File: src/rtl/spi_slave_tx_ser_if.sv
// ----------------------------------------------------------------------------
// spi_slave_tx_ser_if
//
// Purpose: bundles the word-side handshake and the SPI-slave byte handshake of
// the MISO word serializer into one interface. The serializer connects through
// the 'slave' modport. The producer (MCU-side logic or a testbench) connects
// through the 'master' modport.
//
// Signals:
//   i_Ser_DV     producer -> serializer  one-cycle strobe, i_Ser_Bytes valid
//   i_Ser_Bytes  producer -> serializer  word to transmit, MSB byte goes first
//   o_Ser_Ready  serializer -> producer  holding register empty
//   i_RX_DV      SPI slave -> serializer one byte exchange finished on the bus
//   o_TX_DV      serializer -> SPI slave one-cycle strobe, load o_TX_Byte
//   o_TX_Byte    serializer -> SPI slave next byte for MISO
//   o_Word_Done  serializer -> producer  last byte of a word was exchanged
//   o_Irq        serializer -> MCU       data pending
//   o_Overflow   serializer -> producer  sticky, a word was offered while full
// ----------------------------------------------------------------------------
interface spi_slave_tx_ser_if #(
  parameter int WORD_BYTES = 8
);

  logic                      i_Ser_DV;
  logic [8*WORD_BYTES-1:0]   i_Ser_Bytes;
  logic                      o_Ser_Ready;
  logic                      i_RX_DV;
  logic                      o_TX_DV;
  logic [7:0]                o_TX_Byte;
  logic                      o_Word_Done;
  logic                      o_Irq;
  logic                      o_Overflow;

  modport slave (
    input  i_Ser_DV,
    input  i_Ser_Bytes,
    input  i_RX_DV,
    output o_Ser_Ready,
    output o_TX_DV,
    output o_TX_Byte,
    output o_Word_Done,
    output o_Irq,
    output o_Overflow
  );

  modport master (
    output i_Ser_DV,
    output i_Ser_Bytes,
    output i_RX_DV,
    input  o_Ser_Ready,
    input  o_TX_DV,
    input  o_TX_Byte,
    input  o_Word_Done,
    input  o_Irq,
    input  o_Overflow
  );

endinterface

File: src/rtl/spi_slave_tx_ser.sv
// ----------------------------------------------------------------------------
// spi_slave_tx_ser
//
// Purpose: feeds multi-byte words to an SPI slave byte engine, one byte per
// bus exchange, most significant byte first. One word waits in a holding
// register while the previous word is shifted out, so consecutive words go out
// back-to-back. When nothing is pending, every byte exchange is answered with
// the IDLE_BYTE filler.
//
// Parameters:
//   WORD_BYTES  bytes per word (default 8)
//   IDLE_BYTE   filler byte sent when no word is pending (default 8'h00)
//
// Ports:
//   clk         100 MHz system clock, rising edge
//   rst_        synchronous active-low reset
//   bus         spi_slave_tx_ser_if.slave, see the interface file for signals
// ----------------------------------------------------------------------------
module spi_slave_tx_ser #(
  parameter int         WORD_BYTES = 8,
  parameter logic [7:0] IDLE_BYTE  = 8'h00
) (
  input  logic              clk,
  input  logic              rst_,
  spi_slave_tx_ser_if.slave bus
);

  localparam int WORD_W = 8 * WORD_BYTES;
  // A one-byte word would give a zero-width counter, so keep at least one bit.
  localparam int CNT_W = (WORD_BYTES > 1) ? $clog2(WORD_BYTES) : 1;
  localparam logic [CNT_W-1:0] LAST_CNT = CNT_W'(WORD_BYTES - 1);

  typedef enum logic [1:0] {
    IDLE,
    LOAD,
    WAIT
  } state_t;

  state_t              state_q;
  logic [WORD_W-1:0]   hold_q;
  logic                holdValid_q;
  logic [WORD_W-1:0]   shift_q;
  logic [WORD_W-1:0]   shift_d;
  logic [CNT_W-1:0]    cnt_q;
  logic                rxDvWait_q;
  logic                txDv_q;
  logic [7:0]          txByte_q;
  logic                wordDone_q;
  logic                irq_q;
  logic                overflow_q;

  logic                serReady;
  logic                acceptWord;

  assign serReady   = ~holdValid_q;
  assign acceptWord = bus.i_Ser_DV & serReady;

  // Word after the current byte has been consumed; its top byte is the next
  // byte presented to the SPI slave.
  assign shift_d = shift_q << 8;

  // The exchange strobe is registered on the WAIT path only, and only while in
  // WAIT, so a strobe that shows up during LOAD is dropped rather than being
  // acted on late. This register is also what gives the two-cycle turnaround
  // from a byte exchange to the load of the following byte. The IDLE filler
  // path reacts to the raw strobe so the filler is loaded on the next cycle.
  //
  // o_Irq is a registered copy of "word pending or busy" from the previous
  // cycle. That keeps it high through the cycle in which o_Word_Done pulses
  // and lets it fall on the cycle after.
  always_ff @(posedge clk) begin
    if (!rst_) begin
      state_q     <= IDLE;
      hold_q      <= '0;
      holdValid_q <= 1'b0;
      shift_q     <= '0;
      cnt_q       <= '0;
      rxDvWait_q  <= 1'b0;
      txDv_q      <= 1'b0;
      txByte_q    <= IDLE_BYTE;
      wordDone_q  <= 1'b0;
      irq_q       <= 1'b0;
      overflow_q  <= 1'b0;
    end else begin
      rxDvWait_q <= bus.i_RX_DV & (state_q == WAIT);
      txDv_q     <= 1'b0;
      wordDone_q <= 1'b0;
      irq_q      <= holdValid_q | (state_q != IDLE);

      // Capture and the IDLE reload below can never coincide: capture needs
      // the holding register empty, reload needs it full.
      if (acceptWord) begin
        hold_q      <= bus.i_Ser_Bytes;
        holdValid_q <= 1'b1;
      end else if (bus.i_Ser_DV) begin
        overflow_q <= 1'b1;
      end

      case (state_q)
        IDLE: begin
          if (holdValid_q) begin
            shift_q     <= hold_q;
            holdValid_q <= 1'b0;
            cnt_q       <= '0;
            txDv_q      <= 1'b1;
            txByte_q    <= hold_q[WORD_W-1 -: 8];
            state_q     <= LOAD;
          end else if (bus.i_RX_DV) begin
            txDv_q   <= 1'b1;
            txByte_q <= IDLE_BYTE;
          end
        end

        LOAD: begin
          state_q <= WAIT;
        end

        WAIT: begin
          if (rxDvWait_q) begin
            if (cnt_q == LAST_CNT) begin
              // A word waiting in the holding register is reloaded from IDLE
              // on the next cycle, with no filler between the two words.
              wordDone_q <= 1'b1;
              state_q    <= IDLE;
            end else begin
              shift_q  <= shift_d;
              cnt_q    <= cnt_q + CNT_W'(1);
              txDv_q   <= 1'b1;
              txByte_q <= shift_d[WORD_W-1 -: 8];
              state_q  <= LOAD;
            end
          end
        end

        default: begin
          state_q <= IDLE;
        end
      endcase
    end
  end

  assign bus.o_Ser_Ready = serReady;
  assign bus.o_TX_DV     = txDv_q;
  assign bus.o_TX_Byte   = txByte_q;
  assign bus.o_Word_Done = wordDone_q;
  assign bus.o_Irq       = irq_q;
  assign bus.o_Overflow  = overflow_q;

endmodule

File: src/flat_wrapper.sv
// flat-port wrapper written by rule: the top's interface ports become plain ports
module spi_slave_tx_ser_flat 
#(
  parameter int         WORD_BYTES = 8,
  parameter logic [7:0] IDLE_BYTE  = 8'h00
)
  (clk, rst_, bus_i_Ser_DV, bus_i_Ser_Bytes, bus_i_RX_DV, bus_o_Ser_Ready, bus_o_TX_DV, bus_o_TX_Byte, bus_o_Word_Done, bus_o_Irq, bus_o_Overflow);
  spi_slave_tx_ser_if #(.WORD_BYTES(WORD_BYTES)) bus_i ();
  input  logic clk;
  input  logic rst_;
  input wire logic [$bits(bus_i.i_Ser_DV)-1:0] bus_i_Ser_DV;
  input wire logic [$bits(bus_i.i_Ser_Bytes)-1:0] bus_i_Ser_Bytes;
  input wire logic [$bits(bus_i.i_RX_DV)-1:0] bus_i_RX_DV;
  output wire logic [$bits(bus_i.o_Ser_Ready)-1:0] bus_o_Ser_Ready;
  output wire logic [$bits(bus_i.o_TX_DV)-1:0] bus_o_TX_DV;
  output wire logic [$bits(bus_i.o_TX_Byte)-1:0] bus_o_TX_Byte;
  output wire logic [$bits(bus_i.o_Word_Done)-1:0] bus_o_Word_Done;
  output wire logic [$bits(bus_i.o_Irq)-1:0] bus_o_Irq;
  output wire logic [$bits(bus_i.o_Overflow)-1:0] bus_o_Overflow;
  assign bus_i.i_Ser_DV = bus_i_Ser_DV;
  assign bus_i.i_Ser_Bytes = bus_i_Ser_Bytes;
  assign bus_i.i_RX_DV = bus_i_RX_DV;
  assign bus_o_Ser_Ready = bus_i.o_Ser_Ready;
  assign bus_o_TX_DV = bus_i.o_TX_DV;
  assign bus_o_TX_Byte = bus_i.o_TX_Byte;
  assign bus_o_Word_Done = bus_i.o_Word_Done;
  assign bus_o_Irq = bus_i.o_Irq;
  assign bus_o_Overflow = bus_i.o_Overflow;
  spi_slave_tx_ser #(.WORD_BYTES(WORD_BYTES), .IDLE_BYTE(IDLE_BYTE)) u_core (.clk(clk), .rst_(rst_), .bus(bus_i));
endmodule
File: config.mk
export PLATFORM = sky130hd
export DESIGN_NAME = spi_slave_tx_ser_flat
export DESIGN_NICKNAME = d
export VERILOG_FILES = /design/src/rtl/spi_slave_tx_ser_if.sv /design/src/rtl/spi_slave_tx_ser.sv /design/src/flat_wrapper.sv
export SDC_FILE = /design/constraint.sdc
export NUM_CORES = 1
export LEC_CHECK = 0
export CELL_PAD_IN_SITES_DETAIL_PLACEMENT = 1
export CELL_PAD_IN_SITES_GLOBAL_PLACEMENT = 1
export CORE_ASPECT_RATIO = 1.5
export CORE_MARGIN = 2
export CORE_UTILIZATION = 40
export DETAILED_ROUTE_END_ITERATION = 8
export GPL_TIMING_DRIVEN = 0
export PLACE_DENSITY_LB_ADDON = 0.12
export SYNTH_ARGS = -nofsm -noshare
export SYNTH_HDL_FRONTEND = slang
export SYNTH_SLANG_ARGS = --single-unit
File: constraint.sdc
create_clock -name clk -period 2.3 [get_ports clk]
set_clock_uncertainty 0.2 [all_clocks]
set_input_delay 0.69 -clock clk [delete_from_list [all_inputs] [get_ports clk]]
set_output_delay 0.69 -clock clk [all_outputs]
set_load 0.02 [all_outputs]
==> summary.md <==
| Metric | Value |
|---|---|
| Sequential fraction of design power | `0.426` |
| Site Rows | `53` |
| Switch Pwr | `1.537 mW` |
| CTS clk-pin slew, worst paths | `0.06 ns` |
| Die X | `102.1 um` |
| Worst Hold Class | `reg -> reg` |
| H-Tree Depth | `4` |
| Via/cell ratio | `5.382` |
| CP arrival | `1.36 ns` |
| Avg Cell Area, Syn | `8.598 um2` |
| Fin. max-slew vios | `0` |
| Antenna fix cells | `0` |
| Power share of the combinational group | `0.123` |
| RSZ-0062 raised after global routing | `no` |
| Netlist Area Pre-Place | `0.005769 mm2` |
| Max-slew headroom | `0.6219` |
| Least-Margin Pin Slew | `0.5671 ns` |
| Core area | `0.01406 mm2` |
| Num ports | `just over 80` |
| DR vias | `5237` |
| Net Sw Frac | `0.2454` |
| Vias in the first global route | `5588` |
| Clock period minus worst slack | `2.246 ns` |
| Initial cell density of the core | `0.4104` |
| # setup viols final | `0` |
| Period utilization | `0.9767` |
| Post-Syn Instances | `671` |
| Final GP Congestion | `approximately 0.83` |
| Mapped Nets | `741` |
| Sequential area share after synthesis | `0.4823` |
| VDD IR max | `around 480 uV` |
| Critical Path RT | `1.41 ns` |
| Status | `finished clean` |
| CTS tree | `yes` |
| Largest net degree at the start of global routing | `17` |
| Global Route Usage Sum | `0.2281` |
| Internal | `4.726 mW` |
| Fill cells | `about 1700` |
| # hold bufs at CTS | `0` |
| Total Neg Setup Slack | `0 ns` |
| Worst skew pair latency | `0.42 ns` |
| Share of layout cells above drive strength 1 | `0.07426` |
| Multi-input gate area | `0.002648 mm2` |
| First-pass GRT wire length | `27460 um` |
| CP bufs+invs | `1` |
| Nets@finish | `840` |
| Sequential cell area | `0.002783 mm2` |
| Synthesized flop and latch total | `approximately 140` |
| Setup WS pre-CTS | `-0.3335 ns` |
| Setup CP Type | `reg -> out` |
| Post-DR wirelength/cell | `between 15 and 20 um` |
| Port buffer count | `79` |
| DP HPWL | `12140 um` |
| Initial antenna violation count | `0` |
| Remaining antenna violation count | `0` |
| Residual DRC count | `0` |
| Crit path max-delay family | `buffers and inverters` |
| Post-route setup slack | `0.05367 ns` |
| CP Max Fanout | `2` |
| Post-Route WL | `16860 um` |
| Max stage delay on crit path | `0.60 ns` |
| Clock share of power | `0.451` |
| Die Area | `0.01542 mm2` |
| CTS Buffer Depth | `2` |
| CP Launch Type | `register` |
| Pwr dens | `841.7 mW/mm2` |
| DR pass1 iterations | `4` |
| Highest Clock Rate | `0.4452 GHz` |
| Syn. warnings | `0` |
| Worst path cell trace | `clkdlybuf4s50_1` |
| DR iter-0 viols | `between 100 and 150` |
| Yosys cell types | `31` |
| Synth-to-layout area growth | `28.97%` |
| Grt total ovfl | `0` |
| CP max-delay cell | `clkdlybuf4s50_1` |
| Die H | `151.1 um` |
| LEAKAGE | `between 3 and 4 nW` |
| Root Buffer | `clkbuf_16` |
| CTS buffer count | `17` |
| Hold Violations, Final | `0` |
| Clock Sink Count | `roughly 140` |
| CP Capture Type | `primary output` |
| Max_cap viols | `0` |
-- stage by stage --
step	power (mW)	utilization	cells	hold slack, ns	instance area, um2
after global routing	6.523	0.5293	973	0.2782	7441
after floorplan	3.152	-	671	0.2357	5769
after global placement	3.453	0.4837	942	0.2484	6800
after detailed placement	3.483	0.4837	942	0.2485	6800
final	6.263	0.5293	973	0.2541	7441
after CTS	6.313	0.5278	972	0.2583	7420
-- power by group through the flow --
| stage | Sequential [mW] | Combinational (mW) | Clock (mW) |
|---|---|---|---|
| CTS | 2.67 | 0.779 | 2.87 |
| detailed placement | 2.72 | 0.767 | 0 |
| finish | 2.67 | 0.773 | 2.82 |
| global route | 2.68 | 0.857 | 2.98 |
| global placement | 2.71 | 0.741 | 0 |
| floorplan | 2.71 | 0.444 | 0 |
-- cell usage in the layout, fill, tap and decap left out, types with 4 or more instances in the layout --
master and n:
clkbuf_1 34, nor3b_1 49, bufinv_16 4, clkbuf_16 17, a211oi_1 8, o21ai_0 57, buf_2 13, o211a_1 48
a311oi_1 8, a32o_1 10, a21oi_1 117, nor2_1 7, dfxtp_1 139, clkdlybuf4s50_1 74, nand2_1 129, dlymetal6s2s_1 4
buf_6 6, o211ai_1 8, buf_1 15
-- what timing repair did --
item	in CTS	in global routing
cloned	0	0
setup endpoints to repair	21	17
resized for setup	9	8
pin swaps	0	0
buffers inserted	0	1
-- cell usage after synthesis, drive strengths merged --
cell type / number / area share
a211oi: 8 / 0.010
a21o: 1 / 0.0013
a21oi: 118 / 0.10
a311oi: 8 / 0.012
a31o: 1 / 0.0015
a32o: 10 / 0.017
and3: 1 / 0.0011
and3b: 1 / 0.0015
and4bb: 1 / 0.0022
buf: 35 / 0.033
clkbuf: 35 / 0.023
clkinv: 3 / 0.0020
dfxtp: 139 / 0.48
ha: 2 / 0.0043
inv: 2 / 0.0013
nand2: 129 / 0.084
nand2b: 3 / 0.0033
nand3b: 1 / 0.0013
nor2: 8 / 0.0056
nor2b: 1 / 0.0011
nor3: 1 / 0.00087
nor3b: 49 / 0.064
o211a: 48 / 0.083
o211ai: 8 / 0.010
o21ai: 57 / 0.049
or2: 1 / 0.0011
-- flip-flops by register name, summed over array words and instances (netlist names) --
name / count
u_core.rxDvWait_q: 1
u_core.bus.o_Irq: 1
u_core.bus.o_TX_Byte: 8
u_core.bus.o_Overflow: 1
u_core.holdValid_q: 1
u_core.hold_q: 64
u_core.state_q: 2
u_core.bus.o_Word_Done: 1
u_core.shift_q: 56
u_core.bus.o_TX_DV: 1
u_core.cnt_q: 3
-- tightest hold or removal path: stages, from the launching register on --
cell     delay [ns]
dfxtp_1        0.31
nand2_1        0.05
a21oi_1        0.05
-- final cells by class --
type                       instances  share of cell area
buffer                            70             0.04473
clock buffer                      18             0.05768
clock inverter                    12             0.02354
inverter                           5            0.003195
multi-input combinational        457              0.3558
sequential                       139              0.3740
tap                              192             0.03229
timing repair buffer              80              0.1088
-- worst paths after layout --
check,from,endpoint,slack (ns),cells past startpoint
hold reg to reg,u_core.hold_q[35],u_core.hold_q[35],0.25,2
setup reg to reg,u_core.cnt_q[0],u_core.shift_q[51],0.09,7
hold / removal,u_core.hold_q[35],u_core.hold_q[35],0.25,2
setup / recovery,u_core.bus.o_TX_Byte[5],bus_o_TX_Byte[5],0.05,1
-- cells by family after synthesis --
| kind of cell | share of synthesized area |
|---|---|
| AO/OA/AOI/OAI | 0.2889 |
| AND/OR/NAND/NOR | 0.1657 |
| flip-flops | 0.4823 |
| buffers and inverters | 0.05877 |
| adder cells (fa/ha/maj) | 0.004337 |
-- layer usage --
| metal | global-route usage | part of all wire | vias to the layer above | routed length [um] |
|---|---|---|---|---|
| met2 | 0.4217 | 0.54 | 66 | 9115 |
| met5 | 0 | 0 | - | 0 |
| li1 | - | - | 2584 | - |
| met4 | 0.06867 | 0.013 | 0 | 221 |
| met1 | 0.2610 | 0.43 | 2571 | 7190 |
| met3 | 0.04476 | 0.020 | 16 | 336 |
Power figures use the tool's default switching activity.
